### config.mk
export PLATFORM = sky130hd
export DESIGN_NAME = seed_packer_flat
export DESIGN_NICKNAME = d
export VERILOG_FILES = /design/src/rtl/seed_packer_if.sv /design/src/rtl/seed_packer.sv /design/src/flat_wrapper.sv
export SDC_FILE = /design/constraint.sdc
export NUM_CORES = 1
export LEC_CHECK = 0
export BUFFER_PORTS_ARGS = -buffer_cell sky130_fd_sc_hd__buf_2
export CAP_MARGIN = 30
export CORE_MARGIN = 3
export CORE_UTILIZATION = 56
export CTS_BUF_LIST = sky130_fd_sc_hd__clkbuf_4
export DETAILED_ROUTE_END_ITERATION = 12
export PLACE_DENSITY = 0.87
export SLEW_MARGIN = 10
export SYNTH_ARGS = -nofsm -noshare
export SYNTH_HDL_FRONTEND = slang
export SYNTH_SLANG_ARGS = --single-unit
### constraint.sdc
create_clock -name clk -period 2.4 [get_ports clk]
set_input_delay 0.36 -clock clk [delete_from_list [all_inputs] [get_ports clk]]
set_output_delay 0.36 -clock clk [all_outputs]
set_load 0.05 [all_outputs]
### src/rtl/seed_packer_if.sv
// Byte-RAM read / word-RAM write bus of the seed packer, plus its start/busy/done control.
// slave is the packer side; master is the environment (control logic and both RAMs).
interface seed_packer_if #(
    parameter int BA_W = 5,
    parameter int WA_W = 3
);
    logic            start;
    logic            busy;
    logic            done;
    logic [BA_W-1:0] IR_addr;
    logic [7:0]      IR_do;
    logic [WA_W-1:0] OR_addr;
    logic [31:0]     OR_di;
    logic            OR_we;

    modport slave (
        input  start, IR_do,
        output busy, done, IR_addr, OR_addr, OR_di, OR_we
    );

    modport master (
        output start, IR_do,
        input  busy, done, IR_addr, OR_addr, OR_di, OR_we
    );
endinterface

### src/rtl/seed_packer.sv
// Reads 4*WORDS bytes from a synchronous-read byte RAM and writes them as
// little-endian 32-bit words into a word RAM, one byte per cycle.
module seed_packer #(
    parameter int WORDS = 8,
    parameter int BA_W  = $clog2(4*WORDS),
    parameter int WA_W  = $clog2(WORDS)
) (
    input  logic         clk,
    input  logic         rst_n,
    seed_packer_if.slave bus
);
    typedef enum logic [1:0] {
        S_IDLE,
        S_FETCH,
        S_DRAIN,
        S_DONE
    } state_t;

    localparam logic [BA_W-1:0] LAST_BYTE = BA_W'(4*WORDS-1);

    state_t          r_state;
    state_t          w_next;
    logic [BA_W-1:0] r_ir_addr;
    logic [BA_W-1:0] r_cnt;
    logic            r_valid;
    logic [23:0]     r_asm;
    logic [WA_W-1:0] r_or_addr;
    logic [31:0]     r_or_di;
    logic            r_or_we;

    logic w_accept;
    logic w_fetch_last;
    logic w_lane3;

    assign w_accept     = ((r_state == S_IDLE) || (r_state == S_DONE)) && bus.start;
    assign w_fetch_last = (r_state == S_FETCH) && (r_ir_addr == LAST_BYTE);
    assign w_lane3      = r_valid && (r_cnt[1:0] == 2'd3);

    always_ff @(posedge clk or negedge rst_n) begin
        if (!rst_n) begin
            r_state <= S_IDLE;
        end else begin
            r_state <= w_next;
        end
    end

    // DRAIN ends on the cycle carrying the final word write; no earlier write lands in DRAIN.
    always_comb begin
        w_next = r_state;
        unique case (r_state)
            S_IDLE:  w_next = w_accept ? S_FETCH : S_IDLE;
            S_FETCH: w_next = w_fetch_last ? S_DRAIN : S_FETCH;
            S_DRAIN: w_next = r_or_we ? S_DONE : S_DRAIN;
            S_DONE:  w_next = w_accept ? S_FETCH : S_IDLE;
            default: w_next = S_IDLE;
        endcase
    end

    always_ff @(posedge clk or negedge rst_n) begin
        if (!rst_n) begin
            r_ir_addr <= '0;
            r_cnt     <= '0;
            r_valid   <= 1'b0;
            r_asm     <= '0;
            r_or_addr <= '0;
            r_or_di   <= '0;
            r_or_we   <= 1'b0;
        end else begin
            if (w_accept) begin
                r_ir_addr <= '0;
            end else if (r_state == S_FETCH) begin
                r_ir_addr <= w_fetch_last ? '0 : r_ir_addr + BA_W'(1);
            end

            r_valid <= (r_state == S_FETCH);

            // accept and capture never coincide: the valid flag is clear in IDLE/DONE
            if (w_accept) begin
                r_cnt <= '0;
            end else if (r_valid) begin
                r_cnt <= r_cnt + BA_W'(1);
                unique case (r_cnt[1:0])
                    2'd0:    r_asm[7:0]   <= bus.IR_do;
                    2'd1:    r_asm[15:8]  <= bus.IR_do;
                    2'd2:    r_asm[23:16] <= bus.IR_do;
                    default: r_asm        <= r_asm;
                endcase
            end

            r_or_we <= w_lane3;
            r_or_di <= w_lane3 ? {bus.IR_do, r_asm} : '0;
            if (w_lane3) begin
                r_or_addr <= r_cnt[BA_W-1:2];
            end
        end
    end

    assign bus.busy    = (r_state == S_FETCH) || (r_state == S_DRAIN);
    assign bus.done    = (r_state == S_DONE);
    assign bus.IR_addr = r_ir_addr;
    assign bus.OR_addr = r_or_addr;
    assign bus.OR_di   = r_or_di;
    assign bus.OR_we   = r_or_we;
endmodule

### src/flat_wrapper.sv
// flat-port wrapper written by rule: the top's interface ports become plain ports
module seed_packer_flat 
#(
    parameter int WORDS = 8,
    parameter int BA_W  = $clog2(4*WORDS),
    parameter int WA_W  = $clog2(WORDS)
)
  (clk, rst_n, bus_start, bus_IR_do, bus_busy, bus_done, bus_IR_addr, bus_OR_addr, bus_OR_di, bus_OR_we);
  seed_packer_if #(.BA_W(BA_W), .WA_W(WA_W)) bus_i ();
  input  logic clk;
  input  logic rst_n;
  input wire logic [$bits(bus_i.start)-1:0] bus_start;
  input wire logic [$bits(bus_i.IR_do)-1:0] bus_IR_do;
  output wire logic [$bits(bus_i.busy)-1:0] bus_busy;
  output wire logic [$bits(bus_i.done)-1:0] bus_done;
  output wire logic [$bits(bus_i.IR_addr)-1:0] bus_IR_addr;
  output wire logic [$bits(bus_i.OR_addr)-1:0] bus_OR_addr;
  output wire logic [$bits(bus_i.OR_di)-1:0] bus_OR_di;
  output wire logic [$bits(bus_i.OR_we)-1:0] bus_OR_we;
  assign bus_i.start = bus_start;
  assign bus_i.IR_do = bus_IR_do;
  assign bus_busy = bus_i.busy;
  assign bus_done = bus_i.done;
  assign bus_IR_addr = bus_i.IR_addr;
  assign bus_OR_addr = bus_i.OR_addr;
  assign bus_OR_di = bus_i.OR_di;
  assign bus_OR_we = bus_i.OR_we;
  seed_packer #(.WORDS(WORDS), .BA_W(BA_W), .WA_W(WA_W)) u_core (.clk(clk), .rst_n(rst_n), .bus(bus_i));
endmodule
== Yosys cells after proc, flatten, opt, wreduce, memory -nomap -nowiden ==
Cells that the tools add are included.
W data, S select, Z words.

* Bits of input ports: 11
* Output and inout bits: 43
* Register bits: 73

* Equal/unequal tests: 7
* Add/sub/neg operators: 2
* Reduce and logical (&&, ||, !) cells: 13
* Bitwise operators: 1
* Multiplexer cells: 10

{| class="wikitable"
|+ Operator list
! cell !! count
|-
| $mux W32 || 1
|-
| $mux W5 || 5
|-
| $add A5 B1 Y5 const B || 2
|-
| $reduce_and A3 Y1 || 3
|-
| $eq A2 B2 Y1 const B || 4
|-
| $pmux W2 S3 || 1
|-
| $eq A5 B5 Y1 const B || 1
|-
| $eq A2 B1 Y1 const B || 2
|-
| $logic_not A2 Y1 || 2
|-
| $reduce_bool A2 Y1 || 2
|-
| $logic_and A1 B1 Y1 || 3
|-
| $logic_or A1 B1 Y1 || 2
|-
| $mux W1 || 2
|-
| $mux W2 || 1
|-
| $reduce_or A2 Y1 || 1
|-
| $not A1 Y1 || 1
|}

== Longest topological paths before layout ==
* Word-level depth: 5
* Mapped depth: 6
* Gate-level depth less buffers: 6

== Worst setup path before layout ==
OpenSTA, ideal clock, no wires.

* Kind: register -> register
* Start: reg u_core.r_ir_addr[0], in the netlist u_core.bus.IR_addr[0]
* End: reg u_core.r_ir_addr[0], in the netlist u_core.bus.IR_addr[0]
* Clock period less this slack: 1.699 ns
* Data arrival time: 1.626 ns
* Stages on the path, launching flop included: 7
* Library setup time: 0.072 ns
* Data required time: 2.328 ns
* Path buffers: 0
* Slack: 0.701 ns
* Cell sequence: dfrtp_1 > ha_1 > and3_1 > ha_1 > nor3b_1 > a21oi_1 > nor2_1

* Cells in the longest elaborated chain, start to end: 5

{| class="wikitable"
|+ RTL lines
! item !! line !! text
|-
| start, declared || seed_packer.sv:23 || <nowiki>logic [BA_W-1:0] r_ir_addr;</nowiki>
|-
| start signal, assigned || seed_packer.sv:72 || <nowiki>r_ir_addr <= w_fetch_last ? '0 : r_ir_addr + BA_W'(1);</nowiki>
|-
| parallel branches: the longest is 2 deep, another holds $add A5 B1 Y5 || n/a ||
|-
| $mux W5 (*) || seed_packer.sv:72 ||
|-
| $mux W5 (*) || seed_packer.sv:71 || <nowiki>end else if (r_state == S_FETCH) begin</nowiki>
|-
| $mux W5 (*) || seed_packer.sv:69 || <nowiki>if (w_accept) begin</nowiki>
|}

Every way passes the cells marked *. The select of a mux whose other input is x is not followed.
A chain may end at the register's enable or synchronous reset.

== Worst setup path after layout ==
* Start: reg u_core.r_cnt[0]
* End: reg u_core.r_cnt[4]

* Cells in the longest elaborated chain, start to end: 3

{| class="wikitable"
|+ RTL lines
! item !! line !! text
|-
| start, declared || seed_packer.sv:24 || <nowiki>logic [BA_W-1:0] r_cnt;</nowiki>
|-
| start signal, assigned || seed_packer.sv:81 || <nowiki>r_cnt <= r_cnt + BA_W'(1);</nowiki>
|-
| $add A5 B1 Y5 || seed_packer.sv:81 ||
|-
| $mux W5 || seed_packer.sv:80 || <nowiki>end else if (r_valid) begin</nowiki>
|-
| $mux W5 || seed_packer.sv:78 || <nowiki>if (w_accept) begin</nowiki>
|}

No other way between the ends. The select of a mux whose other input is x is not followed.

==> flow_summary.json <==
{
  "fp.dieH_um": 76.6,
  "core_area_mm2": 0.00479,
  "end_kind": "register",
  "gp_congestion": 0.755,
  "nNetsFinal": 275,
  "cts_buffers": 9,
  "relSlewSlack_pct": 39.4,
  "rsz0062_at_grt": "no",
  "r2r_cells": 4,
  "grt_pass1_vias": 1686,
  "wl_per_cell_um": 14.3,
  "synth_edf_count": 0,
  "critPathArrivalTime_ps": 2150,
  "cp.required_ps": 2660,
  "status": "complete, no violations",
  "grt_util_all_layers_pct": 17.4,
  "grt_antenna_before_repair": 0,
  "slowest_delay_ps": 780,
  "drtIter0Drc": 132,
  "seq_area_frac_synth_pct": 65.4,
  "critPathKind": "register to register",
  "ioPinCount": 54,
  "die_x_um": 76.6,
  "antennaDiodeCount": 0,
  "syn-cell-area_mm2": 0.00279,
  "grt-ovfl-total": 0,
  "dp_hpwl_um": 3170,
  "holdPathStages": 2,
  "post_cts_resized": 0,
  "synth_seq_cells": 73,
  "syn_inst": 197,
  "min_period_ps": 1890,
  "fin_area_mm2": 0.00327,
  "async_reset_ff_share_pct": 100,
  "via_per_inst": 5.10,
  "numClockSinks": 73,
  "fin_skew_ps": 12.1,
  "hold_violations": 0,
  "reg2reg_from": "u_core.r_cnt[0]",
  "dr.pass1.iters": 4,
  "r2r-end": "u_core.r_cnt[4]",
  "fmax_mhz": 528,
  "clock-root-buffer": "clkbuf_4",
  "drc": 0,
  "start_util_pct": 58.4,
  "crit_path_start_kind": "register",
  "path_cells": "ha_1 -> nand4_1 -> xor2_1 -> nor2_1",
  "syn2layout_area_growth_pct": 16.9,
  "final_antenna_net_count": 0,
  "htreeDepth": 3,
  "synth_nets": 217,
  "clkTransAtPathRegs_ps": 100,
  "drv_slew": 0,
  "drv.max_cap_violation_count": 0,
  "r2r_slack_ps": 510,
  "io_buffers": 53,
  "dieArea_mm2": 0.00587,
  "slowest_stage": "ha_1",
  "critPathMaxFanout": 34,
  "setup_viol": 0,
  "grt_first_pass_wirelength_um": 7870,
  "avgSynthCellArea_um2": 14.2,
  "min-delay-start": "bus_IR_do[7]",
  "tightest_slew_ps": 909,
  "hold_class": "input pin to register",
  "fin_setup_tns_ps": 0,
  "fin_crit_sh_pct": 78.9,
  "yosys_warnings": 0,
  "clk_latency_ps": 390,
  "drive_gt1_share_pct": 40.8,
  "synth_cell_types": 29,
  "ctsLongestPathBuffers": 2,
  "cts_tree": "yes",
  "final_util_pct": 68.3,
  "whs_endpoint": "u_core.r_asm[15]",
  "vias": 1667,
  "synth-main-ff-cell": "dfrtp_1",
  "routed_wirelength_um": 4660,
  "grt_max_degree": 47,
  "placed_cell_area_mm2": 0.00312,
  "rows": 25
}
[flip-flops by register name (all words and copies together) (netlist names)]
name	count
u_core.bus.OR_addr	3
u_core.r_state	2
u_core.r_valid	1
u_core.bus.OR_we	1
u_core.r_cnt	5
u_core.bus.OR_di	32
u_core.r_asm	24
u_core.bus.IR_addr	5
[per-layer routing]
metal	GRT usage, %	wire, um	up-vias
met5	0	0	-
met4	8.33	51	0
met3	5.67	257	4
met2	27.3	2240	46
met1	22.0	2110	819
li1	-	-	798
[logic make-up after synthesis]
family,synth area share (%)
compound gates,1.79
xor+xnor,1.25
fa+ha+maj,4.03
buf+inv,2.64
flops,65.4
mux,12.4
simple gates,12.5
[synth_stat cells, types with 2 or more instances]
| master | number | area [um2] |
|---|---|---|
| mux2i_1 | 2 | 20.0 |
| nand3_2 | 3 | 30.0 |
| ha_1 | 9 | 113 |
| and3_1 | 31 | 194 |
| mux2_2 | 28 | 315 |
| buf_2 | 2 | 10.0 |
| nand3b_1 | 2 | 15.0 |
| and3_2 | 2 | 15.0 |
| nand2_1 | 4 | 15.0 |
| xnor2_1 | 2 | 17.5 |
| xor2_1 | 2 | 17.5 |
| nand4_1 | 2 | 12.5 |
| inv_1 | 6 | 22.5 |
| nor2_1 | 7 | 26.3 |
| dfrtp_1 | 73 | 1830 |
| a21oi_1 | 4 | 20.0 |
| nand3_1 | 2 | 10.0 |
| clkbuf_2 | 3 | 15.0 |
| clkbuf_1 | 3 | 11.3 |
[final cells by class]
class | count | area, um2
clock inverter | 6 | 58.8
multi-input combinational | 108 | 893
clock buffer | 10 | 75.1
inverter | 7 | 26.3
timing repair buffer | 56 | 303
sequential | 73 | 1830
fill | 359 | 1520
tap | 67 | 83.8
[repair_timing]
| action | in CTS | in global routing |
|---|---|---|
| endpoints found under the hold margin | 27 | 0 |
| buffers inserted | 0 | 0 |
| hold buffers | 1 | 0 |
[critical path: cells and delay by family (launching register included)]
family	cells	cell delay, ps
adder cells (fa/ha/maj)	1	780
flip-flops	1	440
AND/OR/NAND/NOR	2	330
XOR/XNOR	1	220
[layout by cell type, fill, tap and decap left out, types with 3 or more instances in the layout]
cell,synthesis,routed
mux2_2,28,28
dfrtp_1,73,73
a21oi_1,4,4
clkbuf_4,0,10
inv_1,6,6
and3_1,31,31
nor2_1,7,7
nand2_1,4,4
buf_2,2,53
ha_1,9,9
nand3_2,3,3
[per-stage QoR]
stage / hold slack [ps] / setup slack, ps / cells
3_3_place_gp: 400 / 706 / 310
6_report: 229 / 506 / 327
5_1_grt: 214 / 345 / 327
4_1_cts: 203 / 488 / 327
2_1_floorplan: 64.4 / 701 / 197
3_5_place_dp: 399 / 613 / 310
[how the worst max path moves through the flow]
| stage | to | slack [ps] | cells after the start | startpoint |
|---|---|---|---|---|
| after floorplan | u_core.bus.IR_addr[0] | 700 | 6 | u_core.bus.IR_addr[0] |
| after global placement | u_core.r_cnt[4] | 710 | 4 | u_core.r_cnt[0] |
| after detailed placement | u_core.r_cnt[4] | 610 | 4 | u_core.r_cnt[0] |
| after CTS | u_core.r_cnt[4] | 490 | 4 | u_core.r_cnt[0] |
| after global routing | u_core.r_cnt[4] | 350 | 4 | u_core.r_cnt[0] |
| final | u_core.r_cnt[4] | 510 | 4 | u_core.r_cnt[0] |
Power is not shown: default switching activity piles up to over one toggle a cycle in this logic, so the estimate is an artifact.
